File: src/rtl/wb_defs_pkg.sv
// Shared Wishbone definitions for the frequency-counter SoC interconnect:
// address map, arbiter state encoding and master/slave indices.
package wb_defs_pkg;

  localparam logic [31:0] UART_BASE_DEF = 32'h0000_0000;
  localparam logic [31:0] UART_MASK_DEF = 32'hFFFF_FF00;
  localparam logic [31:0] CNT_BASE_DEF  = 32'h0000_0100;
  localparam logic [31:0] CNT_MASK_DEF  = 32'hFFFF_FF00;
  localparam logic [7:0]  TIMEOUT_DEF   = 8'd255;

  localparam int M0     = 0;
  localparam int M1     = 1;
  localparam int S_UART = 0;
  localparam int S_CNT  = 1;

  typedef enum logic [1:0] {
    IDLE = 2'd0,
    OWN0 = 2'd1,
    OWN1 = 2'd2
  } state_t;

endpackage

File: src/rtl/wb_addr_decoder.sv
// Combinational address decoder: one-hot slave hit (UART has priority on
// overlapping windows) plus a flag for unmapped addresses.
module wb_addr_decoder
  import wb_defs_pkg::*;
#(
  parameter logic [31:0] UART_BASE = UART_BASE_DEF,
  parameter logic [31:0] UART_MASK = UART_MASK_DEF,
  parameter logic [31:0] CNT_BASE  = CNT_BASE_DEF,
  parameter logic [31:0] CNT_MASK  = CNT_MASK_DEF
) (
  input  logic [31:0] addr,
  output logic [1:0]  hit,
  output logic        no_hit
);

  logic uart_hit;
  logic cnt_hit;

  always_comb begin
    uart_hit    = ((addr & UART_MASK) == UART_BASE);
    cnt_hit     = ((addr & CNT_MASK) == CNT_BASE);
    hit         = '0;
    hit[S_UART] = uart_hit;
    hit[S_CNT]  = cnt_hit & ~uart_hit;
    no_hit      = ~(uart_hit | cnt_hit);
  end

endmodule

File: src/rtl/wb_bus_arbiter.sv
// Two-master / two-slave Wishbone interconnect: round-robin arbitration with
// LOCK, address decode, response muxing and bus-timeout ERR generation.
module wb_bus_arbiter
  import wb_defs_pkg::*;
#(
  parameter logic [31:0] UART_BASE = UART_BASE_DEF,
  parameter logic [31:0] UART_MASK = UART_MASK_DEF,
  parameter logic [31:0] CNT_BASE  = CNT_BASE_DEF,
  parameter logic [31:0] CNT_MASK  = CNT_MASK_DEF,
  parameter logic [7:0]  TIMEOUT   = TIMEOUT_DEF
) (
  input  logic        clk_i,
  input  logic        rst_i,
  input  logic [1:0]  m_cyc_i,
  input  logic [1:0]  m_stb_i,
  input  logic [1:0]  m_we_i,
  input  logic [1:0]  m_lock_i,
  input  logic [63:0] m_addr_i,
  input  logic [63:0] m_dat_i,
  input  logic [7:0]  m_sel_i,
  output logic [31:0] m_dat_o,
  output logic [1:0]  m_ack_o,
  output logic [1:0]  m_err_o,
  output logic [1:0]  m_rty_o,
  output logic [31:0] s_addr_o,
  output logic [31:0] s_dat_o,
  output logic [3:0]  s_sel_o,
  output logic        s_we_o,
  output logic        s_lock_o,
  output logic [1:0]  s_cyc_o,
  output logic [1:0]  s_stb_o,
  input  logic [63:0] s_dat_i,
  input  logic [1:0]  s_ack_i,
  input  logic [1:0]  s_err_i,
  input  logic [1:0]  s_rty_i,
  output logic [1:0]  grant_o
);

  state_t      state_q, state_d;
  logic        last_grant_q;
  logic [7:0]  tmo_cnt_q;
  logic        done_q;
  logic [1:0]  err_q;

  logic        own_cyc, own_stb;
  logic [1:0]  dec_hit, hit;
  logic        no_hit;
  logic        stb_act, resp_any, slv_err;
  logic        unmapped, tmo_fire, cnt_en;

  // State register; last_grant follows each entry into an OWN state
  always_ff @(posedge clk_i or negedge rst_i) begin
    if (!rst_i) begin
      state_q      <= IDLE;
      last_grant_q <= 1'b0;
    end else begin
      state_q <= state_d;
      if (state_q == IDLE && state_d == OWN0) last_grant_q <= 1'b0;
      else if (state_q == IDLE && state_d == OWN1) last_grant_q <= 1'b1;
    end
  end

  always_comb begin
    state_d = state_q;
    unique case (state_q)
      IDLE: begin
        if (m_cyc_i[M0] && m_cyc_i[M1]) state_d = last_grant_q ? OWN0 : OWN1;
        else if (m_cyc_i[M0])           state_d = OWN0;
        else if (m_cyc_i[M1])           state_d = OWN1;
      end
      OWN0: if (!m_cyc_i[M0] && !m_lock_i[M0]) state_d = IDLE;
      OWN1: if (!m_cyc_i[M1] && !m_lock_i[M1]) state_d = IDLE;
      default: state_d = IDLE;
    endcase
  end

  // Owner mux: everything on the shared slave side is zero while IDLE
  always_comb begin
    grant_o  = '0;
    own_cyc  = 1'b0;
    own_stb  = 1'b0;
    s_we_o   = 1'b0;
    s_lock_o = 1'b0;
    s_addr_o = '0;
    s_dat_o  = '0;
    s_sel_o  = '0;
    unique case (state_q)
      OWN0: begin
        grant_o[M0] = 1'b1;
        own_cyc     = m_cyc_i[M0];
        own_stb     = m_stb_i[M0];
        s_we_o      = m_we_i[M0];
        s_lock_o    = m_lock_i[M0];
        s_addr_o    = m_addr_i[31:0];
        s_dat_o     = m_dat_i[31:0];
        s_sel_o     = m_sel_i[3:0];
      end
      OWN1: begin
        grant_o[M1] = 1'b1;
        own_cyc     = m_cyc_i[M1];
        own_stb     = m_stb_i[M1];
        s_we_o      = m_we_i[M1];
        s_lock_o    = m_lock_i[M1];
        s_addr_o    = m_addr_i[63:32];
        s_dat_o     = m_dat_i[63:32];
        s_sel_o     = m_sel_i[7:4];
      end
      default: ;
    endcase
  end

  wb_addr_decoder #(
    .UART_BASE (UART_BASE),
    .UART_MASK (UART_MASK),
    .CNT_BASE  (CNT_BASE),
    .CNT_MASK  (CNT_MASK)
  ) u_dec (
    .addr   (s_addr_o),
    .hit    (dec_hit),
    .no_hit (no_hit)
  );

  // Hits are qualified by owner CYC so a late slave response after CYC drops is ignored
  always_comb begin
    hit      = dec_hit & {2{own_cyc}};
    stb_act  = own_cyc & own_stb;
    s_cyc_o  = hit;
    s_stb_o  = hit & {2{stb_act & ~done_q}};
    slv_err  = |(s_err_i & hit);
    resp_any = |((s_ack_i | s_err_i | s_rty_i) & hit);
    unmapped = stb_act & no_hit & ~done_q;
    cnt_en   = stb_act & ~no_hit & ~done_q & ~resp_any;
    tmo_fire = cnt_en & ((tmo_cnt_q + 8'd1) == TIMEOUT);
    m_ack_o  = grant_o & {2{|(s_ack_i & hit) & ~slv_err}};
    m_rty_o  = grant_o & {2{|(s_rty_i & hit)}};
    m_err_o  = err_q | (grant_o & {2{slv_err}});
    m_dat_o  = '0;
    if (hit[S_UART])     m_dat_o = s_dat_i[31:0];
    else if (hit[S_CNT]) m_dat_o = s_dat_i[63:32];
  end

  // done_q holds off the strobe and further ERRs until the owner drops STB
  always_ff @(posedge clk_i or negedge rst_i) begin
    if (!rst_i) begin
      tmo_cnt_q <= '0;
      done_q    <= 1'b0;
      err_q     <= '0;
    end else begin
      err_q <= grant_o & {2{unmapped | tmo_fire}};
      if (!cnt_en || tmo_fire) tmo_cnt_q <= '0;
      else                     tmo_cnt_q <= tmo_cnt_q + 8'd1;
      if (!stb_act)                  done_q <= 1'b0;
      else if (unmapped || tmo_fire) done_q <= 1'b1;
    end
  end

endmodule

File: config.mk
export PLATFORM = sky130hd
export DESIGN_NAME = wb_bus_arbiter
export DESIGN_NICKNAME = d
export VERILOG_FILES = /design/src/rtl/wb_defs_pkg.sv /design/src/rtl/wb_addr_decoder.sv /design/src/rtl/wb_bus_arbiter.sv
export SDC_FILE = /design/constraint.sdc
export NUM_CORES = 1
export LEC_CHECK = 0
export ABC_AREA = 1
export BUFFER_PORTS_ARGS = -buffer_cell sky130_fd_sc_hd__buf_2
export CELL_PAD_IN_SITES_DETAIL_PLACEMENT = 1
export CELL_PAD_IN_SITES_GLOBAL_PLACEMENT = 1
export CORE_AREA = 2 2 127 129
export DETAILED_ROUTE_END_ITERATION = 10
export DIE_AREA = 0 0 129 131
export PLACE_DENSITY_LB_ADDON = 0.2
export RECOVER_POWER = 25
export SLEW_MARGIN = 20
export SYNTH_ARGS = -nofsm -noshare
export SYNTH_HDL_FRONTEND = slang
export SYNTH_SLANG_ARGS = --single-unit
File: constraint.sdc
create_clock -name clk_i -period 5.74 [get_ports clk_i]
set_clock_uncertainty 0.15 [all_clocks]
set_input_delay 0.287 -clock clk_i [delete_from_list [all_inputs] [get_ports clk_i]]
set_output_delay 0.287 -clock clk_i [all_outputs]
set_load 0.05 [all_outputs]
==> results of run 1 <==
## path summary, 6_finish.rpt
| path | endpoint | slack [ns] | cells after the start |
|---|---|---|---|
| max in group asynchronous | tmo_cnt_q[6]$_DFF_PN0_ | 4.46 | 2 |
| worst max register to register | tmo_cnt_q[3]$_DFF_PN0_ | 1.99 | 11 |
| worst min register to register | tmo_cnt_q[0]$_DFF_PN0_ | 0.33 | 1 |
| min in group asynchronous | tmo_cnt_q[5]$_DFF_PN0_ | 0.49 | 2 |
| worst min-delay path | done_q$_DFFE_PN0P_ | 0.26 | 5 |
| worst max-delay path | m_err_o[0] | 0.93 | 12 |
## logic make-up after synthesis
family | share of synthesized area
AND/OR/NAND/NOR | 0.4188
flip-flops | 0.1365
buffers and inverters | 0.1404
adder cells (fa/ha/maj) | 0.02925
AO/OA/AOI/OAI | 0.2545
XOR/XNOR | 0.02048
## through the flow
| step | hold WS, ns | util | power (mW) | setup slack (ns) |
|---|---|---|---|---|
| floorplan | -0.1586 | - | 1.698 | 2.430 |
| global placement | 0.05480 | 0.2770 | 2.124 | 1.769 |
| detailed placement | 0.05521 | 0.2770 | 2.153 | 1.593 |
| CTS | 0.2663 | 0.2833 | 2.311 | 1.308 |
| global route | 0.3327 | 0.2817 | 2.432 | 0.5790 |
| finish | 0.2633 | 0.2822 | 2.263 | 0.9307 |
## layer usage
layer / GRT usage / up-vias / part of all wire
li1: - / 2089 / -
met1: 0.1545 / 1931 / 0.34
met2: 0.3296 / 223 / 0.54
met3: 0.03746 / 29 / 0.086
met4: 0.07737 / 4 / 0.035
met5: 0 / - / 0.0018
## area by class of cell
class	instances	share of cell area
clock buffers	4	0.02018
inverters	47	0.04036
well taps	216	0.06140
multi-input cells	372	0.4215
repair buffers	332	0.3746
flip-flops and latches	14	0.07959
diodes	4	0.002274
## tightest hold or removal path, cell delays in order
cell     delay (ns)
buf_2          0.10
nand2_1        0.07
a21oi_2        0.08
nand2_1        0.06
inv_1          0.03
## power groups by stage
stage | Clock [mW] | Sequential (mW) | Combinational (mW)
3_5_place_dp | 0 | 0.124 | 2.03
3_3_place_gp | 0 | 0.122 | 2.00
6_report | 0.149 | 0.122 | 1.99
4_1_cts | 0.154 | 0.122 | 2.03
2_1_floorplan | 0 | 0.119 | 1.58
5_1_grt | 0.157 | 0.124 | 2.15
## registers in the layout (all words and copies together) (netlist names)
name          count
tmo_cnt_q         8
err_q             2
state_q           2
done_q            1
last_grant_q      1
## placed cells by master (no fill, tap or decap), types with 3 or more instances in the layout
cell         n
a21oi_1     51
a22o_1      33
buf_2      311
clkbuf_1    18
clkbuf_16    3
dfrtp_1     14
diode_2      4
ha_1         6
inv_1       42
inv_2        4
nand2_1    213
nand3_1      8
nand4_1      4
nor2_1      20
nor2_2      10
o21ai_0      3
xor2_1       5
==> flow_metrics.env, run 1 <==
export IMPL_ir_drop_mv=0.2275
export IMPL_internal_power_mw=0.6437
export IMPL_grt_max_degree=54
export IMPL_endpoint_kind="output port"
export IMPL_grt_pass1_vias=4400
export IMPL_syn_num_nets=684
export IMPL_start_util=0.1645
export IMPL_die_w_um=129
export IMPL_cpLargestDelayFamily="buffers and inverters"
export IMPL_setup_viol=0
export IMPL_yosysWarningCount=0
export IMPL_yosys_area_top_type="nand2_1"
export IMPL_cp_cell_sequence="inv_1 -> ha_1 -> buf_4 -> inv_2 -> o22ai_2 -> nand2_2 -> inv_1 -> nand3_2 -> inv_2 -> a22oi_1 -> o21bai_1 -> buf_2"
export IMPL_hp_start="m_stb_i[0]"
export IMPL_critPathRequiredTime_ns=5.30
export IMPL_fp_coreArea_um2=15600
export IMPL_critPathLaunch="state_q[0]$_DFF_PN0_"
export IMPL_grt_pass1_wl_um=21740
export IMPL_finalCritPeriodShare=0.8379
export IMPL_run_status="finished, final reports clean"
export IMPL_grt_overflow=0
export IMPL_dp_hpwl_um=12860
export IMPL_dp_cells=980
export IMPL_die_area_um2=16900
export IMPL_rows=46
export IMPL_final_area_um2=4402
export IMPL_clock_latency_ns=0.25
export IMPL_synthFlopType="dfrtp_1"
export IMPL_syn_avg_cell_area_um2=5.555
export IMPL_io_buffers=329
export IMPL_multiInputGateArea_um2=1856
export IMPL_postCtsHoldBufs=1
export IMPL_pwr_share_comb=0.881
export IMPL_yosys_area_top_type_share=0.3116
export IMPL_p_per_area_nw_per_um2=514.2
export IMPL_cts_tree="done"
export IMPL_clockRootBuffer="clkbuf_16"
export IMPL_drc=0
export IMPL_reg2reg_from="state_q[0]$_DFF_PN0_"
export IMPL_vias_per_cell=4.324
export IMPL_ios=330
export IMPL_hold_class="in2reg"
export IMPL_wl_um=15040
export IMPL_fin_nets=992
export IMPL_hold_viol=0
export IMPL_drt_iter0_markers=81
export IMPL_final_seq_area_um2=350.3
export IMPL_ctsHtreeMaxLevel=1
export IMPL_layout_drive_gt1_share=0.4434
export IMPL_synth_common_cells="nand2_1, a21oi_1, inv_1"
export IMPL_dr_pass1_iters=4
export IMPL_track_usage=0.1633
export IMPL_area_growth_pct=71.53
export IMPL_max_stage_delay_ns=1.08
export IMPL_die_h_um=131
export IMPL_max_cap_violations=0
export IMPL_p_clk_frac=0.066
export IMPL_arrival_ns=4.37
export IMPL_period_needed_ns=4.809
export IMPL_tightestPinTransition_ns=1.356
export IMPL_vias=4276
export IMPL_critPathSlowestCell="ha_1"
export IMPL_p_leak_nw=2.688
export IMPL_cp_num_buf_inv=6
export IMPL_place_gp_congestion=0.8212
export IMPL_final_max_slew_violation_count=0
export IMPL_place_area_um2=4320
export IMPL_switching_share=0.7156
export IMPL_maxSlewHeadroom=0.09632
export IMPL_stdcell_count=989
export IMPL_power_switching_mw=1.619
export IMPL_yosysSeqAreaShare=0.1365
export IMPL_synthesis_area_um2=2566
export IMPL_clkSinkCount=14
export IMPL_ant_nets=0
export IMPL_start_kind="flop"
export IMPL_rsz0062_at_grt="false"
export IMPL_setup_tns_ns=0
export IMPL_clock_path_buffers=2
export IMPL_synth_distinct_cells=33
export IMPL_yosysMostFrequentCell="nand2_1"
export IMPL_crit_path_max_fanout=38
export IMPL_crit_type="reg2out"
export IMPL_wire_per_inst_um=15.21
export IMPL_clkTransAtPathRegs_ns=0.05
export IMPL_post_cts_setup_buffers=0
export IMPL_clock_fmax_ghz=0.2079
export IMPL_cts_buffers=3
export IMPL_synth_seq_cells=14
export IMPL_yosys_top_cells_area="nand2_1, dfrtp_1, a22o_1"
export IMPL_syn_inst=462
export IMPL_fillers=2142
export IMPL_pwr_share_seq=0.054
export IMPL_async_flop_share=1.000
export IMPL_synth_edf_count=0
export IMPL_cts_resized=0
export IMPL_antenna_found_initial=3
Power figures use the tool's default switching activity.
==> inputs of run 2 (changes only) <==
Settings changed: ABC_AREA 1 to 0.
Clock period 5.74 ns to 4.1 ns, I/O delays scaled along.
==> run 2 against run 1 <==
Worst setup slack lost 0.53 ns. Area after synthesis fell by 5.2%. Die area is the same. Critical path depth fell by 3. Register-to-register slack worse by 1.2 ns. Non-clock buffer count up 9. Critical path type unchanged. Largest power group unchanged.
==> flow_metrics.env, run 2 <==
export IMPL_run_status="finished, final reports clean"
export IMPL_dr_pass1_iters=5
export IMPL_worstHoldPathCells=4
export IMPL_crit_path_max_fanout=31
export IMPL_final_common_cell="buf_2"
export IMPL_synth_seq_cells=14
export IMPL_ir_drop_mv=0.2834
export IMPL_rows=46
export IMPL_critPathSlowestCell="nand3_2"
export IMPL_clock_path_buffers=2
export IMPL_layout_drive_gt1_share=0.5127
export IMPL_cts_tree="done"
export IMPL_clkTransAtPathRegs_ns=0.05
export IMPL_clkSinkCount=14
export IMPL_max_stage_delay_ns=0.55
export IMPL_yosysMostFrequentCell="nor2_1"
export IMPL_io_buffers=329
export IMPL_track_usage=0.1650
export IMPL_ctsHtreeMaxLevel=1
export IMPL_hold_class="in2reg"
export IMPL_r2r_cells=8
export IMPL_setup_viol=0
export IMPL_internal_power_mw=0.9749
export IMPL_met2_wirelength_um=8284
export IMPL_reg2reg_slack_ns=0.84
export IMPL_pwr_share_seq=0.053
export IMPL_stdcell_count=887
export IMPL_max_cap_violations=0
export IMPL_drc=0
export IMPL_synth_distinct_cells=42
export IMPL_area_growth_pct=79.59
export IMPL_yosys_area_top_type_share=0.2961
export IMPL_die_area_um2=16900
export IMPL_wire_per_inst_um=17.28
export IMPL_endpoint_kind="output port"
export IMPL_power_switching_mw=2.189
export IMPL_drt_iter0_markers=106
export IMPL_vias_per_cell=4.620
export IMPL_ios=330
export IMPL_final_cell_mix="buf_2, nor2_1, a22oi_1"
export IMPL_switching_share=0.6918
export IMPL_synthFlopType="dfrtp_1"
export IMPL_final_max_slew_violation_count=0
export IMPL_yosysSeqAreaShare=0.1440
export IMPL_async_flop_share=1.000
export IMPL_dp_cells=882
export IMPL_final_seq_area_um2=350.3
export IMPL_antenna_found_initial=1
export IMPL_clock_latency_ns=0.25
export IMPL_yosys_top_cells_area="a22oi_1, nor2_1, dfrtp_1"
export IMPL_clockRootBuffer="clkbuf_16"
export IMPL_fin_nets=894
export IMPL_clock_fmax_ghz=0.2706
export IMPL_post_cts_setup_buffers=0
export IMPL_critPathRequiredTime_ns=3.74
export IMPL_largest_register_ff_count=8
export IMPL_synth_common_cells="nor2_1, a22oi_1, inv_1"
export IMPL_pwr_share_comb=0.881
export IMPL_crit_type="reg2out"
export IMPL_grt_pass1_vias=4160
export IMPL_ant_nets=0
export IMPL_wl_met1_um=5605
export IMPL_maxSlewHeadroom=0.4709
export IMPL_fillers=2038
export IMPL_synthesis_area_um2=2434
export IMPL_setup_tns_ns=0
export IMPL_yosysWarningCount=0
export IMPL_finalCritPeriodShare=0.9013
export IMPL_vias=4098
export IMPL_cp_cell_sequence="inv_1 -> ha_2 -> a22oi_1 -> a41oi_1 -> nor4_2 -> nand3_2 -> buf_4 -> nor2_1 -> buf_2"
export IMPL_rsz0062_at_grt="false"
export IMPL_hp_start="m_cyc_i[1]"
export IMPL_yosys_area_top_type="a22oi_1"
export IMPL_fp_coreArea_um2=15600
export IMPL_hold_viol=0
export IMPL_place_gp_congestion=0.8695
export IMPL_syn_inst=361
export IMPL_multiInputGateArea_um2=1866
export IMPL_p_leak_nw=2.220
export IMPL_grt_overflow=0
export IMPL_grt_max_degree=37
export IMPL_arrival_ns=3.34
export IMPL_grt_pass1_wl_um=22040
export IMPL_antenna_cells=0
export IMPL_start_util=0.1560
export IMPL_start_kind="flop"
export IMPL_period_needed_ns=3.695
export IMPL_wl_met3_um=1107
export IMPL_reg2reg_from="state_q[0]$_DFF_PN0_"
export IMPL_top_layer="met5"
export IMPL_p_per_area_nw_per_um2=723.9
export IMPL_p_clk_frac=0.065
export IMPL_cts_buffers=3
export IMPL_die_h_um=131
export IMPL_worstHoldEndpoint="state_q[0]$_DFF_PN0_"
export IMPL_r2r_end="tmo_cnt_q[2]$_DFF_PN0_"
export IMPL_largestRegisters="tmo_cnt_q (8), err_q (2), state_q (2)"
export IMPL_wl_um=15330
export IMPL_tightestPinTransition_ns=0.7936
export IMPL_die_w_um=129
export IMPL_dp_hpwl_um=13040
export IMPL_syn_num_nets=583
export IMPL_synth_edf_count=0
export IMPL_syn_avg_cell_area_um2=6.741
export IMPL_top_register="tmo_cnt_q"
[run 2: per-layer routing]
layer	up-vias	GRT usage
li1	1966	-
met1	1915	0.1770
met2	193	0.3246
met3	22	0.03705
met4	2	0.04284
met5	-	0
[run 2: worst max path at each step]
stage / startpoint / end / cells after the start
detailed placement: state_q[1]$_DFF_PN0_ / m_dat_o[11] / 10
global placement: state_q[0]$_DFF_PN0_ / m_err_o[1] / 10
finish: state_q[0]$_DFF_PN0_ / m_dat_o[11] / 9
CTS: state_q[1]$_DFF_PN0_ / m_dat_o[11] / 10
floorplan: state_q[0]$_DFF_PN0_ / m_err_o[0] / 10
global route: state_q[1]$_DFF_PN0_ / m_dat_o[11] / 10
[run 2: stage by stage]
| stage | power [mW] | instance area (um2) | hold slack, ns | util | worst slack [ns] |
|---|---|---|---|---|---|
| after CTS | 3.227 | 4393 | 0.2663 | 0.2816 | 0.3373 |
| after floorplan | 2.273 | 2434 | -0.2406 | - | 0.2353 |
| after global placement | 2.961 | 4294 | -0.02143 | 0.2753 | 0.7472 |
| after global routing | 3.390 | 4370 | 0.3154 | 0.2802 | 0.1163 |
| after detailed placement | 3.013 | 4294 | -0.01175 | 0.2753 | 0.6095 |
| final | 3.164 | 4370 | 0.2754 | 0.2802 | 0.4047 |
[run 2: cells by family after synthesis]
| kind of cell | share of synthesized area |
|---|---|
| buffers and inverters | 0.09357 |
| flip-flops | 0.1440 |
| AND/OR/NAND/NOR | 0.2823 |
| AO/OA/AOI/OAI | 0.4278 |
| XOR/XNOR | 0.02159 |
| adder cells (fa/ha/maj) | 0.03085 |
[run 2: critical path, delay by kind of cell (launching register included)]
family | cells | cell delay, ns
AO/OA/AOI/OAI | 2 | 0.49
flip-flops | 1 | 0.40
adder cells (fa/ha/maj) | 1 | 0.42
buffers and inverters | 3 | 0.78
AND/OR/NAND/NOR | 3 | 0.98
[run 2: power by group through the flow]
stage / Sequential (mW) / Clock, mW / Combinational [mW]
finish: 0.169 / 0.207 / 2.79
global route: 0.171 / 0.215 / 3.00
CTS: 0.168 / 0.210 / 2.85
detailed placement: 0.171 / 0 / 2.84
global placement: 0.168 / 0 / 2.79
floorplan: 0.166 / 0 / 2.11
[run 2: final cells by class]
| cell class | count | share of cell area |
|---|---|---|
| multi-input combinational | 295 | 0.4269 |
| timing repair buffer | 341 | 0.3962 |
| sequential | 14 | 0.08016 |
| tap | 216 | 0.06184 |
| clock buffer | 4 | 0.02033 |
| inverter | 17 | 0.01460 |
[run 2: repair_timing]
action | CTS | global route
hold endpoints to repair | 14 | 0
gates resized for setup | 0 | 0
hold buffers | 1 | 0
==> inputs of run 3 (changes only) <==
Settings changed: ABC_AREA 0 to 1, CORE_AREA 2 2 127 129 to not set, CORE_MARGIN set to 2, CORE_UTILIZATION set to 17, DIE_AREA 0 0 129 131 to not set, PLACE_DENSITY_LB_ADDON 0.2 to 0.1.
==> run 3 against run 2 <==
Fmax increased by 2.1%. Final area increased by 0.31%. Sequential power increased by 2%. Combinational power about the same. Critical path type unchanged. Non-clock buffer count decreased by 6. Worst hold slack got worse by 0.083 ns. Via count increased by 1.3%. Critical path depth increased by 3. Global-route usage decreased by 0.17 points. Highest routed layer is now met4. Largest power group unchanged. Largest cell class unchanged. Power increased by 0.40%.
==> flow_metrics.env, run 3 (same netlist as run 1, synthesis figures left out) <==
export IMPL_rsz0062_at_grt="false"
export IMPL_hold_class="in2reg"
export IMPL_antenna_found_initial=0
export IMPL_ir_drop_mv=0.3810
export IMPL_layout_drive_gt1_share=0.4475
export IMPL_ant_nets=0
export IMPL_vias_per_cell=4.346
export IMPL_grt_pass1_wl_um=21760
export IMPL_p_clk_frac=0.056
export IMPL_final_common_cell="buf_2"
export IMPL_drc=0
export IMPL_fp_coreArea_um2=14640
export IMPL_setup_viol=0
export IMPL_fin_nets=995
export IMPL_busiest_layer="met2"
export IMPL_grt_overflow=0
export IMPL_run_status="finished, final reports clean"
export IMPL_max_cap_violations=0
export IMPL_place_gp_congestion=0.8170
export IMPL_cts_tree="done"
export IMPL_fillers=2015
export IMPL_grt_max_degree=47
export IMPL_pwr_share_seq=0.055
export IMPL_ctsHtreeMaxLevel=1
export IMPL_final_max_slew_violation_count=0
export IMPL_critPathRequiredTime_ns=3.74
export IMPL_drt_iter0_markers=121
export IMPL_fin_util=0.2994
export IMPL_crit_path_max_fanout=36
export IMPL_clock_latency_ns=0.24
export IMPL_area_growth_pct=70.84
export IMPL_switching_share=0.7133
export IMPL_setup_tns_ns=0
export IMPL_met1_usage=0.1757
export IMPL_grt_use_met2=0.3261
export IMPL_die_h_um=126.9
export IMPL_dr_pass1_iters=4
export IMPL_wl_um=14360
export IMPL_p_leak_nw=2.692
export IMPL_endpoint_kind="output port"
export IMPL_internal_power_mw=0.9105
export IMPL_clkSinkCount=14
export IMPL_cts_buffers=3
export IMPL_top_register="tmo_cnt_q"
export IMPL_start_kind="flop"
export IMPL_multiInputGateArea_um2=1883
export IMPL_final_cell_mix="buf_2, nand2_1, a21oi_1"
export IMPL_largestRegisters="tmo_cnt_q (8), err_q (2), state_q (2)"
export IMPL_vias=4150
export IMPL_grt_use_met3=0.03458
export IMPL_clockRootBuffer="clkbuf_16"
export IMPL_ios=330
export IMPL_arrival_ns=3.26
export IMPL_largest_register_ff_count=8
export IMPL_power_switching_mw=2.266
export IMPL_antenna_cells=0
export IMPL_wire_per_inst_um=15.03
export IMPL_die_w_um=126.9
export IMPL_final_seq_area_um2=350.3
export IMPL_dp_hpwl_um=12170
export IMPL_total_power_mw=3.176
export IMPL_dp_cells=951
export IMPL_maxSlewHeadroom=0.3194
export IMPL_track_usage=0.1634
export IMPL_crit_type="reg2out"
export IMPL_start_util=0.1752
export IMPL_stdcell_count=955
export IMPL_post_cts_setup_buffers=0
export IMPL_clock_path_buffers=2
export IMPL_clock_fmax_ghz=0.2764
export IMPL_grt_pass1_vias=4323
export IMPL_finalCritPeriodShare=0.8825
export IMPL_die_area_um2=16090
export IMPL_tightestPinTransition_ns=1.021
export IMPL_io_buffers=329
export IMPL_pwr_share_comb=0.889
export IMPL_rows=44
export IMPL_p_per_area_nw_per_um2=724.5
export IMPL_clkTransAtPathRegs_ns=0.04
export IMPL_hold_viol=0
export IMPL_period_needed_ns=3.618
==> run 3: worst paths after layout <==
check | from | endpoint | slack (ns) | depth (start not counted)
min reg2reg | tmo_cnt_q[0]$_DFF_PN0_ | tmo_cnt_q[0]$_DFF_PN0_ | 0.33 | 1
min in group asynchronous | rst_i | tmo_cnt_q[0]$_DFF_PN0_ | 0.41 | 2
max in group asynchronous | rst_i | state_q[0]$_DFF_PN0_ | 2.90 | 2
min | m_stb_i[0] | done_q$_DFFE_PN0P_ | 0.19 | 5
max reg2reg | state_q[0]$_DFF_PN0_ | last_grant_q$_DFFE_PN0P_ | 1.06 | 8
max | state_q[0]$_DFF_PN0_ | m_err_o[1] | 0.48 | 12
==> run 3: repair_timing <==
action,in CTS,in global routing
hold buffers,1,0
hold endpoints to repair,14,0
resized for setup,0,3
setup endpoints to repair,0,4
==> run 3: through the flow <==
step | hold slack (ns) | setup WS, ns | instance area [um2]
final | 0.1920 | 0.4816 | 4384
after global routing | 0.2097 | 0.1798 | 4384
after CTS | 0.1909 | 0.2559 | 4388
after detailed placement | -0.02759 | 0.5247 | 4303
after global placement | -0.02403 | 0.6557 | 4303
after floorplan | -0.2406 | 0.8716 | 2566
==> run 3: final cells by class <==
cell class | instances | share of cell area
sequential | 14 | 0.07991
inverter | 47 | 0.04053
multi-input combinational | 372 | 0.4295
clock buffer | 3 | 0.01712
timing repair buffer | 335 | 0.3804
tap | 184 | 0.05251
==> run 3: worst max-delay path: stages, from the launching register on <==
cell,delay (ns)
dfrtp_1,0.42
inv_1,0.18
ha_2,0.47
nand2_1,0.20
nand2_1,0.07
nor2_1,0.11
nand2_1,0.09
nor2_4,0.20
nand3_2,0.10
inv_2,0.45
a22oi_1,0.24
o21bai_1,0.19
buf_2,0.29
==> run 3: power groups by stage <==
stage                     Combinational (mW)  Clock [mW]  Sequential [mW]
final                                   2.82       0.178            0.173
after global routing                    3.06       0.192            0.175
after CTS                               2.86       0.185            0.169
after detailed placement                2.85           0            0.171
after global placement                  2.83           0            0.169
after floorplan                         2.21           0            0.167
==> run 3: per-layer routing <==
| layer | routed length, um | vias to the layer above |
|---|---|---|
| li1 | - | 2093 |
| met1 | 5417 | 1839 |
| met2 | 7490 | 200 |
| met3 | 1186 | 18 |
| met4 | 261 | 0 |
| met5 | 0 | - |
